`config.mk`:
```
export PLATFORM = sky130hd
export DESIGN_NAME = alu_operand_collector
export DESIGN_NICKNAME = d
export VERILOG_FILES = /design/src/rtl/alu_operand_collector_pkg.sv /design/src/rtl/alu_cmd_fifo.sv /design/src/rtl/alu_operand_collector.sv
export SDC_FILE = /design/constraint.sdc
export NUM_CORES = 1
export LEC_CHECK = 0
export BUFFER_PORTS_ARGS = -buffer_cell sky130_fd_sc_hd__buf_4
export CAP_MARGIN = 20
export CORE_MARGIN = 4
export CORE_UTILIZATION = 54
export CTS_BUF_LIST = sky130_fd_sc_hd__clkbuf_8 sky130_fd_sc_hd__clkbuf_16
export DETAILED_ROUTE_END_ITERATION = 6
export MAX_ROUTING_LAYER = met4
export PLACE_DENSITY = 0.77
export SLEW_MARGIN = 15
export SYNTH_ARGS = -nofsm -noshare
export SYNTH_HDL_FRONTEND = slang
export SYNTH_HIERARCHICAL = 1
export SYNTH_SLANG_ARGS = --single-unit
export TNS_END_PERCENT = 1
```
`constraint.sdc`:
```
create_clock -name clk -period 3.4 [get_ports clk]
set_input_delay 0.51 -clock clk [delete_from_list [all_inputs] [get_ports clk]]
set_output_delay 0.51 -clock clk [all_outputs]
set_load 0.01 [all_outputs]
```
`src/rtl/alu_operand_collector_pkg.sv`:
```
// Shared definitions for the ALU operand collector.
// Holds the default bus geometry and the stream error codes.
package alu_operand_collector_pkg;

  localparam int OPERAND_BUS_WIDTH = 8;
  localparam int MAX_OPERAND_BEATS = 4;

  typedef enum logic [1:0] {
    ERR_NONE  = 2'b00,
    ERR_OVF   = 2'b01,
    ERR_OPMIS = 2'b10
  } err_code_e;

endpackage

```
`src/rtl/alu_cmd_fifo.sv`:
```
// Parametrised synchronous FIFO with registered full/empty flags.
// The head entry is presented combinationally on rdata.
module alu_cmd_fifo #(
  parameter int WIDTH = 8,
  parameter int DEPTH = 2
) (
  input  logic             clk,
  input  logic             rst,
  input  logic             push,
  input  logic [WIDTH-1:0] wdata,
  input  logic             pop,
  output logic [WIDTH-1:0] rdata,
  output logic             full,
  output logic             empty
);

  localparam int             AW       = $clog2(DEPTH);
  localparam logic [AW:0]    CNT_ONE  = 1;
  localparam logic [AW:0]    CNT_FULL = (AW + 1)'(DEPTH);
  localparam logic [AW-1:0]  PTR_ONE  = 1;

  logic [WIDTH-1:0] mem [DEPTH];
  logic [AW-1:0]    wr_ptr, rd_ptr;
  logic [AW:0]      count, count_nxt;
  logic             do_push, do_pop;

  assign do_push = push && !full;
  assign do_pop  = pop && !empty;
  assign rdata   = mem[rd_ptr];

  // NOTE: combinational blocks assign a default first so no path leaves a value held (no latch).
  always_comb begin
    count_nxt = count;
    if (do_push && !do_pop)      count_nxt = count + CNT_ONE;
    else if (do_pop && !do_push) count_nxt = count - CNT_ONE;
  end

  // NOTE: storage is reset so the head outputs read as zero after reset; cheap at this depth.
  always_ff @(posedge clk or negedge rst) begin
    if (!rst) begin
      for (int i = 0; i < DEPTH; i++) mem[i] <= '0;
      wr_ptr <= '0;
      rd_ptr <= '0;
      count  <= '0;
      full   <= 1'b0;
      empty  <= 1'b1;
    end else begin
      if (do_push) begin
        mem[wr_ptr] <= wdata;
        wr_ptr      <= wr_ptr + PTR_ONE;
      end
      if (do_pop) rd_ptr <= rd_ptr + PTR_ONE;
      count <= count_nxt;
      full  <= (count_nxt == CNT_FULL);
      empty <= (count_nxt == '0);
    end
  end

endmodule

```
`src/rtl/alu_operand_collector.sv`:
```
// Collects multi-beat operand streams into full-width ALU commands and queues them.
// Optional saturating command/error counters are enabled with ALU_COLLECT_STATS_EN.
module alu_operand_collector
  import alu_operand_collector_pkg::*;
#(
  parameter int BUS_W     = OPERAND_BUS_WIDTH,
  parameter int MAX_BEATS = MAX_OPERAND_BEATS,
  parameter int DEPTH     = 2,
  parameter int OP_W      = 3,
  localparam int OPW      = BUS_W * MAX_BEATS,
  localparam int CNT_W    = $clog2(MAX_BEATS + 1)
) (
  input  logic             clk,
  input  logic             rst,
  input  logic             operand_valid,
  input  logic [OP_W-1:0]  op,
  input  logic [BUS_W-1:0] a,
  input  logic [BUS_W-1:0] b,
  input  logic             operand_last,
  output logic             ready,
  output logic             cmd_valid,
  input  logic             cmd_ready,
  output logic [OP_W-1:0]  cmd_op,
  output logic [OPW-1:0]   cmd_a,
  output logic [OPW-1:0]   cmd_b,
  output logic [CNT_W-1:0] cmd_beats,
  output logic             err,
`ifdef ALU_COLLECT_STATS_EN
  output logic [1:0]       err_code,
  output logic [15:0]      stat_cmds,
  output logic [15:0]      stat_errs
`else
  output logic [1:0]       err_code
`endif
);

  typedef enum logic [1:0] {IDLE, COLLECT, DROP} state_e;

  typedef struct packed {
    logic [OP_W-1:0]  op;
    logic [OPW-1:0]   a;
    logic [OPW-1:0]   b;
    logic [CNT_W-1:0] beats;
  } cmd_t;

  localparam logic [CNT_W-1:0] CNT_ONE = 1;
  localparam logic [CNT_W-1:0] CNT_MAX = CNT_W'(MAX_BEATS);

  state_e           state, state_nxt;
  logic [OPW-1:0]   asm_a, asm_b, nxt_a, nxt_b;
  logic [OP_W-1:0]  op_q;
  logic [CNT_W-1:0] cnt_q, slot, nxt_cnt;
  logic             alive, accept, stream_err, wr_beat, push;
  logic             fifo_full, fifo_empty;
  err_code_e        err_kind, err_code_q;
  cmd_t             push_cmd, head_cmd;

  // NOTE: sequential state uses non-blocking assignments so every flop samples pre-edge values.
  always_ff @(posedge clk or negedge rst) begin
    if (!rst) state <= IDLE;
    else      state <= state_nxt;
  end

  always_comb begin
    state_nxt = state;
    case (state)
      IDLE:    if (accept && !operand_last) state_nxt = COLLECT;
      COLLECT: if (accept) begin
                 if (operand_last)    state_nxt = IDLE;
                 else if (stream_err) state_nxt = DROP;
               end
      DROP:    if (accept && operand_last) state_nxt = IDLE;
      default: state_nxt = IDLE;
    endcase
  end

  // Decode of the current beat: handshake, error classification and the assembled next value.
  always_comb begin
    ready      = alive && ((state == DROP) || !fifo_full);
    accept     = operand_valid && ready;
    stream_err = accept && (state == COLLECT) && ((op != op_q) || (cnt_q == CNT_MAX));
    err_kind   = (op != op_q) ? ERR_OPMIS : ERR_OVF;
    wr_beat    = accept && ((state == IDLE) || ((state == COLLECT) && !stream_err));
    push       = wr_beat && operand_last;
    slot       = (state == IDLE) ? '0 : cnt_q;
    nxt_a      = (state == IDLE) ? '0 : asm_a;
    nxt_b      = (state == IDLE) ? '0 : asm_b;
    if (wr_beat) begin
      nxt_a[slot*BUS_W +: BUS_W] = a;
      nxt_b[slot*BUS_W +: BUS_W] = b;
    end
    nxt_cnt    = slot + CNT_ONE;
  end

  always_ff @(posedge clk or negedge rst) begin
    if (!rst) begin
      alive      <= 1'b0;
      asm_a      <= '0;
      asm_b      <= '0;
      op_q       <= '0;
      cnt_q      <= '0;
      err        <= 1'b0;
      err_code_q <= ERR_NONE;
    end else begin
      alive <= 1'b1;
      err   <= stream_err;
      if (stream_err) err_code_q <= err_kind;
      if (wr_beat) begin
        asm_a <= nxt_a;
        asm_b <= nxt_b;
        cnt_q <= nxt_cnt;
        if (state == IDLE) op_q <= op;
      end
    end
  end

  // An error-free beat has op equal to the latched opcode, so the live op is pushed.
  assign push_cmd = '{op: op, a: nxt_a, b: nxt_b, beats: nxt_cnt};

  alu_cmd_fifo #(
    .WIDTH($bits(cmd_t)),
    .DEPTH(DEPTH)
  ) u_fifo (
    .clk   (clk),
    .rst   (rst),
    .push  (push),
    .wdata (push_cmd),
    .pop   (cmd_valid && cmd_ready),
    .rdata (head_cmd),
    .full  (fifo_full),
    .empty (fifo_empty)
  );

  assign cmd_valid = !fifo_empty;
  assign cmd_op    = head_cmd.op;
  assign cmd_a     = head_cmd.a;
  assign cmd_b     = head_cmd.b;
  assign cmd_beats = head_cmd.beats;
  assign err_code  = err_code_q;

`ifdef ALU_COLLECT_STATS_EN
  always_ff @(posedge clk or negedge rst) begin
    if (!rst) begin
      stat_cmds <= '0;
      stat_errs <= '0;
    end else begin
      if (push && (stat_cmds != 16'hFFFF))       stat_cmds <= stat_cmds + 16'd1;
      if (stream_err && (stat_errs != 16'hFFFF)) stat_errs <= stat_errs + 16'd1;
    end
  end
`else
`endif

endmodule

```
* After elaboration in Yosys (flattened, before gate mapping)
Index checks and enable logic that the tools add are counted.
Storage, ports and cells: input port bits 24, word-level logic and storage cells 88, register bits after elaboration 222, output and inout bits 75
Operators by class: order comparisons 3, shift-type cells 3, $add $sub $neg 6, reductions and logical operators 28, bitwise operators 2, equality and inequality tests 9, mux-type cells 22
Operator list (number):
- two-way mux 70 bit | 4
- bitwise mux 140 bit | 1
- two-way mux 32 bit | 4
- demux 70 bit (select 1 bit) | 1
- variable part select 8 x 34 -> 32 bit | 2
- bitwise mux 32 bit | 2
- negator 6 -> 34 bit | 1
- variable shift 8 x 34 -> 32 bit (first input constant) | 1
- two-way mux 2 bit | 8
- logical AND 1 bit | 15
- logical NOT 1 bit | 6
- != test 2 bit (second input constant) | 3
- one-hot mux 2 bit (3 select lines) | 1
- equality test 2 bit (second input constant) | 2
- >= comparator 2 bit (second input constant) | 2
- logical NOT 2 bit | 2
- inverter 1 -> 2 bit | 2
- AND reduction 4 bit | 1
- adder 3 x 1 -> 3 bit (second input constant) | 1
- equality test 3 bit (second input constant) | 1
- logical OR 1 bit | 3
- two-way mux 3 bit | 1
- != test 3 bit | 1
- != test 3 bit (second input constant) | 1
- other kinds (6) | 7

* Logic depth before layout (Yosys ltp)
word-level depth 17, gate-level depth with buffers 15, gate-level depth less buffers 9

* Hierarchy
The synthesis kept the hierarchy.
By module, submodules not included:
- alu_cmd_fifo | seq. area each 3654.8 um^2, area an instance 6311.1 um^2, instances 1, cells each 402
- alu_operand_collector | seq. area each 1901.8 um^2, area an instance 4803.4 um^2, instances 1, cells each 508

* Worst setup path after synthesis
OpenSTA, ideal clock, no wires.
kind register -> register, start register state[1], end register u_fifo/mem[121] in the netlist's numbering, setup time 0.125 ns, period minus slack after synthesis 3.425 ns, stages on the path, launching flop included 16, path buffers 6, arrival 3.301 ns, data required time 3.275 ns, slack -0.025 ns, path through dfrtp_1 or2_1 clkbuf_1 clkbuf_1 clkbuf_1 nand2_1 ha_1 ha_1 o211a_1 and3_1 buf_2 and3_1 buf_2 buf_6 a22o_1 mux2_2
Between the ends: longest elaborated chain between the ends 12, elaborated cells between the ends (all ways) 22, those cells by class 1 x add/sub; 2 x eq/ne; 2 x shift; 5 x mux; 12 x reduce/logical
RTL lines:
- start: declaration | RTL line alu_operand_collector.sv:49 | state_e state, state_nxt;
- start signal: assignment | RTL line alu_operand_collector.sv:61 | else state <= state_nxt;
- branches (longest 10 deep; another with negator 6 -> 34 bit)
- two-way mux 32 bit (*) | RTL line alu_operand_collector.sv:88 | if (wr_beat) begin
- named net nxt_a[16] | RTL line alu_operand_collector.sv:50 | logic [OPW-1:0] asm_a, asm_b, nxt_a, nxt_b;
- bitwise mux 140 bit (*) | RTL line alu_cmd_fifo.sv:49 | mem[wr_ptr] <= wdata;
- end signal: indexed assignment | RTL line alu_cmd_fifo.sv:49
- end: declaration | RTL line alu_cmd_fifo.sv:22 | logic [WIDTH-1:0] mem [DEPTH];
Mark *: on every way through the listed nets, which the timed path passes. A chain may end at the register's enable or synchronous reset.

* Worst setup path after layout
start register state[1], end register u_fifo/mem[26] in the netlist's numbering
Between the ends: longest elaborated chain between the ends 12, elaborated cells between the ends (all ways) 22, those cells by class 1 x add/sub; 2 x eq/ne; 2 x shift; 5 x mux; 12 x reduce/logical
RTL lines (RTL line):
- branches (longest 10 deep; another with negator 6 -> 34 bit)
- two-way mux 32 bit (*) | alu_operand_collector.sv:88
- named net nxt_b[23] | alu_operand_collector.sv:50
- bitwise mux 140 bit (*) | alu_cmd_fifo.sv:49
Marked as above.

==> metrics <==
clk sink count 222; CP Data Arrival Time ~3600 ps; EDFF count, synth 0; ys flop type dfrtp_1; r2r setup slk roughly 230 ps; Placed Area 12100 um^2; crit path from state[1]$_DFFE_PN0P_; Synth Net Count 937; chip height 151 um; CP dominant cell by count ha_1; worst-skew pair later-pin latency 520 ps; total congestion overflow 0; Highest Clock Rate 316 MHz; clk_skew 15.1 ps; Tot Pwr about 0.013 W; cells after synthesis 910; vias in the first global route 8148; Pre-antenna DRT Iters 7; crit-path cells or2_1 -> nand2_1 -> ha_1 -> ha_1 -> o211a_1 -> and3_1 -> a31oi_2 -> a22o_1 -> mux2_2; HP Class primary input to async pin; PnR worst setup slack approximately 230 ps; Synth-to-Final Area Change 15.6%; Initial Util between 50 and 60%; kind of start point of the critical path flip-flop; met1 Use GR 33.4%; layout cell share with drive strength beyond 1 39.7%; gr busiest metal met2; Via density 6.30; slew margin rel. 30.4%; CTS tree done; status finished clean; grt met2 use approximately 39%; first-pass GRT wire length 43500 um; pwr/cell area 1020 nW/um^2; Peak supply drop 0.589 mV; synthesized flop and latch total 222; DP HPWL approximately 17000 um; largest net degree at the start of global routing 86; Tcrit/Tclk final 93.2%; DR WL/cell 21.3 um; vias 7957; Clock H-tree levels 1; CP Max Fanout 16; die width 151 um; Seq/Total Area, Yosys 50.0%; post-layout util 63.5%; Final ANT Viol Nets 0; asr flop ratio synth 100%; initial antenna violation count 0; hold_buf cts 0; slowest stage cell, crit path a31oi_2; TNS Setup 0 ps; met3 usage 3.30%; CP Capture Type flip-flop; Reg2Reg Depth 9; mean area per synthesized cell 12.2 um^2; Required @ worst endpoint 3860 ps; end point of the critical path u_fifo/mem[26]$_DFFE_PN0P_; Least-Margin Pin Slew 1040 ps; total track usage 24.3%; Post-Route WL roughly 27000 um; gp weighted congestion 0.871; R2R Path Start state[1]$_DFFE_PN0P_; CP max stage delay between 800 and 900 ps; die footprint roughly 23000 um^2; pre-CTS setup slack approximately 240 ps; Setup CP Type flip-flop to flip-flop; initial drt markers around 700; total of max-cap violations 0; residual DRC count 0; Final Hold Vio Count 0; IO buf count 98; Max Slew Vio Count 0; Pleak 6.15 nW; diode count 0; CTS Buffer Depth 3; Ys Warns 6; Clock Tree Root clkbuf_16; Final Instance Area 12800 um^2; setup violators final 0; mapped cell area 11100 um^2; std cell rows 52; RR Endpoint u_fifo/mem[26]$_DFFE_PN0P_; core area around 20000 um^2; CTS buffer count 24; Final Critical Period 3170 ps; unrepaired setup endpoints after global routing no; Yosys cell types 56; I/O pins 99; clk slew on worst S/H paths 60 ps; Final #Nets 1003
## through the flow
step | std cells | hold slack, ps
after floorplan | 910 | 214
final | 1263 | 46.5
after CTS | 1263 | 70.6
after detailed placement | 1220 | 477
after global routing | 1263 | 96.5
after global placement | 1220 | 463
## synthesized netlist by cell type (all sizes together), types with 2 or more instances
master     n  area, um^2
nor3       2        32.5
inv       55         206
or2        3        18.8
nand2b     4        25.0
dfrtp    221        5530
a41oi     25         219
nand3b     2        15.0
or3        2        12.5
xor2       4        35.0
and3      28         175
nor2b      3        18.8
nand4     12        75.1
buf       61         364
ha         3        37.5
xnor2      4        35.0
a22o      49         429
a31oi      6        73.8
a311oi    16         140
nand2     10        45.1
mux2     214        2410
nand3     42         210
o21a       3        22.5
o2bb2ai    6        52.6
nor2       9        41.3
a32o      26         260
clkbuf    28         105
o21ai     27         135
a21oi      3        18.8
o211ai    27         203
## metal layers
layer  share of wire, %  vias up
met5                  0        -
li1                   -     3535
met1                 43     4048
met4                2.5        0
met2                 48      313
met3                6.2       61
## worst max-delay path: cells and delay by family, from the launching register on
kind | cells | cell delay (ps)
and+or+nand+nor | 3 | 580
AOI/OAI and AO/OA | 3 | 1330
muxes | 1 | 160
DFF | 1 | 460
adders and majority gates | 2 | 580
## layout make-up
cell class	count	area (um^2)
Clock buffer	30	683
Multi-Input combinational cell	544	4900
Clock inverter	13	96.3
Tap cell	270	338
Sequential cell	222	5560
Timing Repair Buffer	129	1060
Fill cell	1543	7390
Inverter	55	206
## power by group
group,leakage (nW),switching [W],internal (W)
Sequential,2.83,0.000658,0.00372
Combinational,2.91,0.00330,0.00287
Clock,0.408,0.00105,0.00149
## how the worst min path moves through the flow
stage / cells after the start / slack, ps / endpoint
2_1_floorplan: 0 / 210 / alive$_DFF_PN0_
3_3_place_gp: 1 / 460 / u_fifo/mem[136]$_DFFE_PN0P_
3_5_place_dp: 1 / 480 / asm_b[2]$_DFFE_PN0P_
4_1_cts: 1 / 70 / asm_a[14]$_DFFE_PN0P_
5_1_grt: 1 / 100 / u_fifo/mem[117]$_DFFE_PN0P_
6_report: 1 / 50 / u_fifo/mem[117]$_DFFE_PN0P_
## registers in the layout, summed over array words and instances (netlist names)
signal,flops
err,1
asm_b,32
op_q,3
state,2
u_fifo/mem,140
alive,1
u_fifo/rd_ptr,1
u_fifo/empty,1
u_fifo/count,2
u_fifo/wr_ptr,1
err_code,2
u_fifo/full,1
asm_a,32
cnt_q,3
## repair_timing
| action | CTS | global route |
|---|---|---|
| buffers inserted | 0 | 0 |
| resized for setup | 0 | 1 |
| endpoints found under the setup margin | 0 | 14 |
## kinds of logic (layout without fill, tap and decap cells)
family,after synthesis,after routing,synth area share [%]
compound gates,195,195,14.6
flops,222,222,50.0
simple gates,123,123,6.69
fa+ha+maj,3,3,0.338
buf+inv,144,227,6.08
mux,214,214,21.7
other cells,1,1,0.0337
xor+xnor,8,8,0.630
## placed cells by master (no fill, tap or decap), types with 3 or more instances in the layout
master and instances:
a31oi_1 3, nor2_1 7, a311oi_1 16, a22o_1 49, nand2_2 4, nand2_1 6, o21a_1 3, and3_1 27
dfrtp_1 220, clkbuf_16 24, o2bb2ai_1 6, nor2b_1 3, nand2b_1 4, nand3_1 42, o211ai_1 27, xnor2_1 4
a32o_1 26, xor2_1 4, buf_4 121, mux2_2 208, mux2_1 6, a41oi_1 25, clkinv_2 4, o21ai_0 25
clkbuf_8 7, inv_1 61, ha_1 3, buf_12 7, nand4_1 12
Power figures use the tool's default switching activity.
